[src/rtl/cache_ctrl_fsm.sv]
// Cache controller FSM: CPU request sequencing, hit/miss handling, and multi-word
// memory bursts for eviction and refill under write-through or write-back policy.
module cache_ctrl_fsm #(
  parameter int WORDS_PER_LINE = 4,
  parameter bit WRITE_BACK     = 1'b0,
  localparam int CW = (WORDS_PER_LINE > 1) ? $clog2(WORDS_PER_LINE) : 1
) (
  input  logic          clk,
  input  logic          rst_n,
  input  logic          Strobe,
  input  logic          RW,
  input  logic          M,
  input  logic          V,
  input  logic          D,
  input  logic          MAck,
  output logic          Rdy,
  output logic          Busy,
  output logic          W,
  output logic          WSel,
  output logic          LdTag,
  output logic          SetDirty,
  output logic          MStrobe,
  output logic          MRW,
  output logic [CW-1:0] WordIdx
);

  // state  | meaning
  // IDLE   | waiting for Strobe
  // LOOKUP | tag compare, hit/miss decision
  // WRMEM  | single-word write to memory (write-through)
  // EVICT  | burst write-back of a dirty line
  // REFILL | burst read of the line from memory
  // DONE   | one-cycle Rdy pulse
  typedef enum logic [2:0] {
    S_IDLE,
    S_LOOKUP,
    S_WRMEM,
    S_EVICT,
    S_REFILL,
    S_DONE
  } state_t;

  localparam logic [CW-1:0] LAST = CW'(WORDS_PER_LINE - 1);

  state_t        r_state;
  state_t        w_next;
  logic [CW-1:0] r_ctr;
  logic [CW-1:0] w_ctr_next;
  logic          r_rw;
  logic          w_take;
  logic          w_hit;
  logic          w_dirty;
  logic          w_last;

  assign w_hit   = M & V;
  assign w_dirty = WRITE_BACK ? (V & D) : 1'b0;
  assign w_last  = (r_ctr == LAST);

  always_ff @(posedge clk) begin
    if (!rst_n) begin
      r_state <= S_IDLE;
      r_ctr   <= '0;
      r_rw    <= 1'b0;
    end else begin
      r_state <= w_next;
      r_ctr   <= w_ctr_next;
      if (w_take) r_rw <= RW;
    end
  end

  always_comb begin
    w_next     = r_state;
    w_ctr_next = r_ctr;
    w_take     = 1'b0;
    Rdy        = 1'b0;
    Busy       = 1'b0;
    W          = 1'b0;
    WSel       = 1'b0;
    LdTag      = 1'b0;
    SetDirty   = 1'b0;
    MStrobe    = 1'b0;
    MRW        = 1'b0;
    WordIdx    = '0;
    case (r_state)
      S_IDLE: begin
        if (Strobe) begin
          w_take = 1'b1;
          w_next = S_LOOKUP;
        end
      end
      S_LOOKUP: begin
        Busy = 1'b1;
        if (w_hit) begin
          if (r_rw) begin
            w_next = S_DONE;
          end else begin
            W = 1'b1;
            if (WRITE_BACK) begin
              SetDirty = 1'b1;
              w_next   = S_DONE;
            end else begin
              w_next = S_WRMEM;
            end
          end
        end else if (r_rw || WRITE_BACK) begin
          w_next = w_dirty ? S_EVICT : S_REFILL;
        end else begin
          // write-through miss: no allocate, the word goes straight to memory
          w_next = S_WRMEM;
        end
      end
      S_WRMEM: begin
        Busy    = 1'b1;
        MStrobe = 1'b1;
        if (MAck) w_next = S_DONE;
      end
      S_EVICT: begin
        Busy    = 1'b1;
        MStrobe = 1'b1;
        WordIdx = r_ctr;
        if (MAck) begin
          if (w_last) begin
            w_ctr_next = '0;
            w_next     = S_REFILL;
          end else begin
            w_ctr_next = r_ctr + CW'(1);
          end
        end
      end
      S_REFILL: begin
        Busy    = 1'b1;
        MStrobe = 1'b1;
        MRW     = 1'b1;
        WSel    = 1'b1;
        W       = MAck;
        WordIdx = r_ctr;
        if (MAck) begin
          if (w_last) begin
            // re-lookup after tag load; a write-allocate finishes as a write hit
            LdTag      = 1'b1;
            w_ctr_next = '0;
            w_next     = S_LOOKUP;
          end else begin
            w_ctr_next = r_ctr + CW'(1);
          end
        end
      end
      S_DONE: begin
        Busy   = 1'b1;
        Rdy    = 1'b1;
        w_next = S_IDLE;
      end
      default: w_next = S_IDLE;
    endcase
  end

endmodule

[config.mk]
export PLATFORM = sky130hd
export DESIGN_NAME = cache_ctrl_fsm
export DESIGN_NICKNAME = d
export VERILOG_FILES = /design/src/rtl/cache_ctrl_fsm.sv
export SDC_FILE = /design/constraint.sdc
export NUM_CORES = 1
export LEC_CHECK = 0
export ABC_AREA = 1
export BUFFER_PORTS_ARGS = -buffer_cell sky130_fd_sc_hd__clkbuf_2
export CORE_AREA = 10 10 47 49
export DETAILED_ROUTE_END_ITERATION = 16
export DIE_AREA = 0 0 57 59
export MAX_ROUTING_LAYER = met4
export PLACE_DENSITY_LB_ADDON = 0.05
export SYNTH_ARGS = -nofsm -noshare
export SYNTH_HDL_FRONTEND = slang
export SYNTH_SLANG_ARGS = --single-unit
[constraint.sdc]
create_clock -name clk -period 1.8 [get_ports clk]
set_clock_uncertainty 0.15 [all_clocks]
set_input_delay 0.27 -clock clk [delete_from_list [all_inputs] [get_ports clk]]
set_output_delay 0.27 -clock clk [all_outputs]
set_load 0.05 [all_outputs]
Word-level counts from Yosys, hierarchy flattened
Cells that the tools add are included.
W data, S select, Z words.
{"block": "totals", "latch_bits": 0, "romBits": 0, "memories": 0, "ff_bits": 6, "output_inout_bits": 10, "ramBits": 0, "input_bits": 8}
{"block": "classes", "mux": 24, "n_mul": 0, "n_reduce_logical": 6, "eq_ne": 12, "bitwise": 1, "n_div": 0, "n_shift": 0, "n_addsub": 1, "order_cmp": 0}
{"cell": "$mux W3", "n": 9}
{"cell": "$pmux W3 S5", "n": 1}
{"cell": "$ne A2 B2 Y1 const B", "n": 6}
{"cell": "$mux W1", "n": 11}
{"cell": "$eq A3 B2 Y1 const B", "n": 2}
{"cell": "$eq A3 B3 Y1 const B", "n": 2}
{"cell": "$reduce_and A6 Y1", "n": 1}
{"cell": "$reduce_or A5 Y1", "n": 1}
{"cell": "$mux W2", "n": 2}
{"cell": "$eq A3 B1 Y1 const B", "n": 1}
{"cell": "$logic_not A3 Y1", "n": 1}
{"cell": "$reduce_or A3 Y1", "n": 1}
{"cell": "$add A2 B1 Y2 const B", "n": 1}
{"cell": "$eq A2 B2 Y1 const B", "n": 1}
{"cell": "$pmux W1 S2", "n": 1}
{"cell": "$reduce_and A2 Y1", "n": 1}
{"cell": "$reduce_or A2 Y1", "n": 1}
{"cell": "$and A1 B1 Y1", "n": 1}

Logic depth before layout (Yosys ltp)
Gate-level depths: netlist of run 1.
{"block": "depth", "word_depth": 4, "depth_mapped": 9, "mapped_depth_nobuf": 8}

Worst setup path after synthesis of run 1
No wires, ideal clock.
{"block": "synth_timing", "path_type": "register -> output", "start": "reg r_state[1]", "end": "out W", "path_slack_ps": -362, "n_path_buf": 1, "arrival_time_ps": 1742, "path_stages_with_launch": 5, "cell_sequence": "dfxtp_1 -> buf_2 -> nor2_4 -> nand2_4 -> o21ai_0"}
{"block": "synth_between", "elab_chain_len": 2}
{"item": "start: declaration", "line_no": "45", "rtl": "state_t r_state;"}
{"item": "start signal: assignment", "line_no": "65", "rtl": "r_state <= w_next;"}
{"item": "$eq A3 B3 Y1 or $eq A3 B1 Y1 (tied branches)", "line_no": "84", "rtl": "case (r_state)"}
{"item": "$pmux W1 S2 (*)", "line_no": "84"}
{"item": "end: declaration", "line_no": "18", "rtl": "output logic W,"}
Mark *: on every way between the ends. The rest lies on a longest branch, timed or not.

Worst setup path after layout of run 1
{"block": "layout_timing", "start": "reg r_state[0]", "end": "out WSel"}
{"block": "layout_between", "elab_chain_len": 2}
{"item": "$eq A3 B3 Y1", "line_no": "84"}
{"item": "$mux W1", "line_no": "84"}
{"item": "end: declaration", "line_no": "19", "rtl": "output logic WSel,"}
Every way passes these cells.

==> summary.txt, run 1 <==
Synth
  • Ys flop type: dfxtp_1
  • Count leader, synth: nand2_1
  • Synth Net Count: 77
  • Mapped Area: 454 um2
  • Post-Synth Simple-Gate Area: 0.441
  • Yosys warning count: 0
  • Post-synthesis cell count: 68
  • Register area share after synthesis: 0.264
  • Synth async-reset ratio: 0
  • Synth top area cells: dfxtp_1 26%, nand2_1 9.9%, inv_1 8.3%
  • Distinct cells, synth: 19
  • Post-synth top cells: 12 x nand2_1, 10 x inv_1, 8 x nor2_1
  • Synth Area in Adders: 0.0275
  • Yosys reg bits: 6
  • Synth top area share: 0.264
  • Synth Area in XOR/XNOR: 0
  • Synth Area in Compound Gates: 0.124
  • Largest family of logic cells by synthesized area: simple AND/OR/NAND/NOR gates
  • Mux contribution to synthesized area: 0
  • Mapped Avg Cell Area: 6.68 um2
  • Largest area contributor in the netlist: dfxtp_1
  • Post-synth EDFFs: 0

Cells and area
  • Layout fillers: 163
  • Area of the multi-input gates: ~300 um2
  • Diodes inserted: 0
  • Register area: 124 um2
  • Area Overhead vs Synth: 46.6%
  • Ratio of cells with drive above 1 in the final layout: 0.461
  • Post-layout util: 0.475
  • Layout net count: 100

Floorplan
  • Chip height: 59 um
  • Core area: 1400 um2
  • Die Wd: 57 um
  • Die area: 3360 um2
  • Initial Utilization: 0.324
  • IO Pins: 18
  • Rows: 14

Run
  • Max_cap viols: 0

Worst setup path
  • Critical path type: register to primary output
  • CP startpoint kind: register
  • CP arrival: 1.33 ns
  • Worst path required time: 1.38 ns
  • CP endpoint kind: primary output
  • Slowest CP cell: dfxtp_2
  • CP max stage delay: 0.32 ns
  • Cells along the critical path: buf_6, nor2_4, nand2_4, buf_4, inv_1, buf_2
  • Buffers and inverters on the worst path: 4
  • Crit-path max FO: 5
  • Worst path top cell family by delay: buffers and inverters

Drt
  • Total number of vias: 476
  • DR WL/cell: 11.2 um
  • Initial DRC count: 8
  • Vias/cell: 4.53
  • DRT Pass-1 Iters: 2
  • Final wirelength: between 1 and 1.5 mm
  • Antenna-violating nets left: 0
  • DRC: 0

Min path
  • HP Class: input port to register

Clock network
  • CTS Hold Bufs: 0
  • Htree depth: 1
  • Root Driver: clkbuf_4
  • CTS Buf Count: 3
  • Max clock buf depth: 2
  • CTS tree: yes
  • Clock slew at reported path FFs: 0.04 ns
  • Sink Count: 6
  • Worst-skew pair later-pin latency: between 0.2 and 0.25 ns

Power and ir drop
  • NetSw: between 700 and 800 uW
  • Leak: 0.000329 uW
  • Pwr dens: 2090 nW/um2
  • Max VDD drop: 726 uV
  • Power Internal: 612 uW
  • Clk network pwr share: 0.086
  • Sequential share of power: 0.190
  • Final Power: 1390 uW
  • Comb pwr share: 0.724
  • Sw Share: 0.559

Global route
  • Vias in the first global route: 461
  • Initial antenna violation count: 0
  • Largest net degree at the start of global routing: 9
  • Tot GR Track Use: 0.0732
  • First-pass GRT wire length: 1.96 mm
  • Total grt overflow: 0

Timing
  • Final Hold Viols: 0
  • Fin crit period: 1.75 ns
  • Setup violators final: 0
  • Max Freq: between 500 and 600 MHz
  • RSZ-0062 raised after global routing: yes
  • Setup TNS: 0 ns
  • Max-slew violations: 0
  • Crit share post-route: 0.973

Place
  • Port Buf Inserts: 15
  • Placed wire-length estimate: 954 um
  • GPL Wtd Cong: between 0.7 and 0.8

Run status
  • Outcome: completed
-- worst register-to-register path, cell delays in order (launching register included) --
cell	delay [ns]
dfxtp_2	0.32
buf_6	0.12
nor2_4	0.13
nand2_4	0.09
nand2_4	0.11
buf_4	0.11
nand2_1	0.07
o21ai_0	0.15
a21oi_1	0.06
-- metal layers --
layer	vias up	wire, um	GRT usage
met5	-	0	-
met4	0	15	0.0503
met3	2	54	0.0193
met2	9	554	0.101
met1	205	554	0.0901
li1	260	-	-
-- logic make-up (layout without fill, tap and decap cells) --
logic type	after synthesis	after routing
AOI/OAI and AO/OA	11	11
other	1	1
buffers and inverters	14	35
DFF	6	6
adders and majority gates	1	1
and+or+nand+nor	35	35
-- flip-flops by register name (all words and copies together), names as in the netlist --
name,flops
r_rw,1
r_ctr,2
r_state,3
-- area by class of cell --
class,instances,area share
well taps,16,0.0301
flip-flops and latches,6,0.186
repair buffers,21,0.229
clock buffers,3,0.0338
inverters,11,0.0658
multi-input cells,48,0.455
-- stage by stage --
step                instances  hold slack, ns  setup WS [ns]  instance area [um2]
finish                    105           0.152         0.0486                  666
global route              105           0.170        -0.0214                  666
CTS                       102           0.151         0.0183                  612
detailed placement         98           0.328          0.164                  554
global placement           98           0.326          0.156                  554
floorplan                  68           0.240        -0.0450                  464
-- worst paths after layout --
kind,to,slack (ns),startpoint,depth (start not counted)
worst max-delay path,WSel,0.05,r_state[0],6
worst min register to register,r_rw,0.36,r_rw,2
worst max register to register,r_ctr[0],0.39,r_state[0],8
worst min-delay path,r_state[0],0.15,rst_n,3
-- power groups by stage --
stage          registers [uW]  logic, uW  clock network (uW)
2_1_floorplan             229        719                   0
3_3_place_gp              254        876                   0
3_5_place_dp              253        875                   0
4_1_cts                   258        914                 128
5_1_grt                   272       1100                 134
6_report                  263       1010                 119
-- cell usage in the layout, fill, tap and decap left out, drive strengths merged --
| master | synthesis | final |
|---|---|---|
| a21oi | 4 | 4 |
| o21ai | 6 | 6 |
| nor2 | 9 | 9 |
| inv | 11 | 11 |
| conb | 1 | 1 |
| dfxtp | 6 | 6 |
| buf | 3 | 12 |
| nor3 | 3 | 3 |
| nand3b | 1 | 1 |
| ha | 1 | 1 |
| nand3 | 7 | 7 |
| clkbuf | 0 | 12 |
| o22ai | 1 | 1 |
| nand2 | 15 | 15 |
-- timing repair --
| item | CTS | global route |
|---|---|---|
| resized for setup | 8 | 17 |
| setup buffers | 1 | 3 |
| setup endpoints to repair | 3 | 3 |
| pin swaps | 1 | 4 |
(Power assumes the default switching activity.)
==> inputs of run 2 (changes only) <==
CELL_PAD_IN_SITES_DETAIL_PLACEMENT = 1   (was default)
CELL_PAD_IN_SITES_GLOBAL_PLACEMENT = 2   (was default)
CORE_AREA = default   (was 10 10 47 49)
CORE_ASPECT_RATIO = 0.7   (was default)
CORE_MARGIN = 10   (was default)
CORE_UTILIZATION = 23   (was default)
DIE_AREA = default   (was 0 0 57 59)
==> run 2 against run 1 <==
Compared with the run above: final cell count is 7.6% higher; global-route usage is 1.2 points higher; sequential share of layout area is 0.33 points lower; clock power is 12% higher; critical path depth is 1 higher.
==> summary.txt, run 2 (synthesis results as in run 1) <==
Worst setup path
  • Worst path required time: between 1 and 1.5 ns
  • Slowest CP cell: dfxtp_4
  • CP arrival: 1.32 ns
  • R2R cell count: 8
  • FF-to-FF setup slack: 0.34 ns
  • Buffers and inverters on the worst path: 3
  • Worst R2R Start: r_state[0]
  • CP startpoint kind: register
  • CP max stage delay: 0.36 ns
  • Worst path top cell family by delay: simple AND/OR/NAND/NOR gates
  • Critical path type: register to primary output
  • Worst R2R End: r_ctr[1]
  • Crit-path max FO: 5
  • CP endpoint kind: primary output
  • Cells along the critical path: buf_6, nor2_4, nand2_4, nand2_4, inv_4, nor2_4, buf_8

Min path
  • HP Class: input port to register
  • Worst Hold Path EP: r_ctr[0]
  • Hold_sp: MAck
  • WHS Path Cells: 3

Floorplan
  • Core area: 1870 um2
  • Die area: roughly 4200 um2
  • IO Pins: 18
  • Rows: 13
  • Chip height: 57.2 um
  • Initial Utilization: 0.243
  • Die Wd: 73.1 um

Power and ir drop
  • Final Power: roughly 1500 uW
  • Pwr dens: 2110 nW/um2
  • Leak: 0.000338 uW
  • Max VDD drop: 1170 uV

Drt
  • DRC: 0
  • DR WL/cell: 14.1 um
  • DRT Pass-1 Iters: 4
  • Total number of vias: roughly 500
  • Vias/cell: 4.42
  • Final wirelength: 1.59 mm
  • Initial DRC count: 16
  • Antenna-violating nets left: 0

Global route
  • First-pass GRT wire length: 2.64 mm
  • Total grt overflow: 0
  • Vias in the first global route: 554
  • Initial antenna violation count: 0
  • Largest net degree at the start of global routing: 9
  • Tot GR Track Use: 0.0848

Cells and area
  • Layout net count: 102
  • Largest register FFs: 3
  • Largest registers: r_state x3, r_ctr x2, r_rw x1
  • Leading cell types in the layout, fill and taps excluded: 12 x nand2_1, 10 x clkbuf_2, 9 x inv_1
  • Layout Cells excl Fill: ~110
  • Diodes inserted: 0
  • Post-layout util: 0.373
  • Most common cell after layout, fill and taps aside: nand2_1
  • Ratio of cells with drive above 1 in the final layout: 0.473
  • Area Overhead vs Synth: 53.7%
  • Largest Register: r_state
  • Layout fillers: 240

Clock network
  • Sink Count: 6
  • CTS Buf Count: 3
  • Worst-skew pair later-pin latency: about 0.25 ns
  • Clock slew at reported path FFs: 0.05 ns
  • CTS Hold Bufs: 0
  • Htree depth: 1
  • Max clock buf depth: 2
  • Root Driver: clkbuf_4
  • CTS tree: yes

Timing
  • Crit share post-route: 0.965
  • Max Freq: 576 MHz
  • Setup violators final: 0
  • Final Hold Viols: 0
  • Max-slew violations: 0
  • Fin crit period: 1.74 ns

Run
  • Max_cap viols: 0

Place
  • Port Buf Inserts: 15
  • Placed cells: 106
  • Placed wire-length estimate: 1.24 mm
  • GPL Wtd Cong: 0.704

Run status
  • Outcome: completed
[run 2: cell count changes in the layout (fill, tap and decap cells not counted), sizes merged]
cell	before	now
clkbuf	12	15
buf	12	11
[run 2: where the power goes]
group	total, uW	leakage [uW]	switching, uW	internal, uW
Sequential	267	0.0000506	68.4	198
Combinational	1070	0.000273	697	378
Clock	133	0.0000138	56.7	76.0
[run 2: final cells by class]
| class | count | area (um2) | share of cell area |
|---|---|---|---|
| Multi-Input combinational cell | 48 | 307 | 0.439 |
| Clock buffer | 3 | 22.5 | 0.0323 |
| Inverter | 11 | 43.8 | 0.0627 |
| Sequential cell | 6 | 128 | 0.183 |
| Tap cell | 22 | 27.5 | 0.0394 |
| Timing Repair Buffer | 23 | 170 | 0.244 |
[run 2: how the worst max path moves through the flow]
stage | depth (start not counted) | slack [ns] | endpoint | from
CTS | 4 | 0.004 | LdTag | r_ctr[0]
detailed placement | 7 | 0.11 | WordIdx[0] | r_state[0]
floorplan | 6 | -0.04 | WordIdx[0] | r_state[1]
global placement | 7 | 0.15 | WordIdx[0] | r_state[0]
finish | 7 | 0.06 | WordIdx[0] | r_state[0]
global route | 6 | -0.03 | W | r_state[2]
[run 2: worst reg2reg max path: stages, from the launching register on]
cell and delay, ns:
dfxtp_4 0.36, buf_6 0.11, nor2_4 0.12, nand2_4 0.09
nand2_4 0.08, buf_4 0.13, nand2_1 0.08, o21ai_0 0.16
a21oi_1 0.05
[run 2: what timing repair did]
| action | CTS | global route |
|---|---|---|
| resized for setup | 8 | 18 |
| buffers inserted | 2 | 2 |
| pin swaps | 3 | 5 |
| setup endpoints to repair | 5 | 5 |
| cloned | 0 | 0 |
[run 2: metrics by stage]
step | setup TNS (ns) | cell area [um2] | worst slack (ns) | hold slack (ns)
floorplan | -0.0900 | 464 | -0.0450 | 0.240
global placement | 0 | 577 | 0.146 | 0.327
detailed placement | 0 | 577 | 0.114 | 0.334
CTS | 0 | 642 | 0.00369 | 0.141
global route | -0.0396 | 698 | -0.0285 | 0.180
finish | 0 | 698 | 0.0624 | 0.157
[run 2: layer usage]
metal,track usage,vias up,wire [um]
met4,0.0405,0,27
met1,0.109,217,814
met5,-,-,0
li1,-,262,-
met3,0.0345,2,102
met2,0.110,18,644
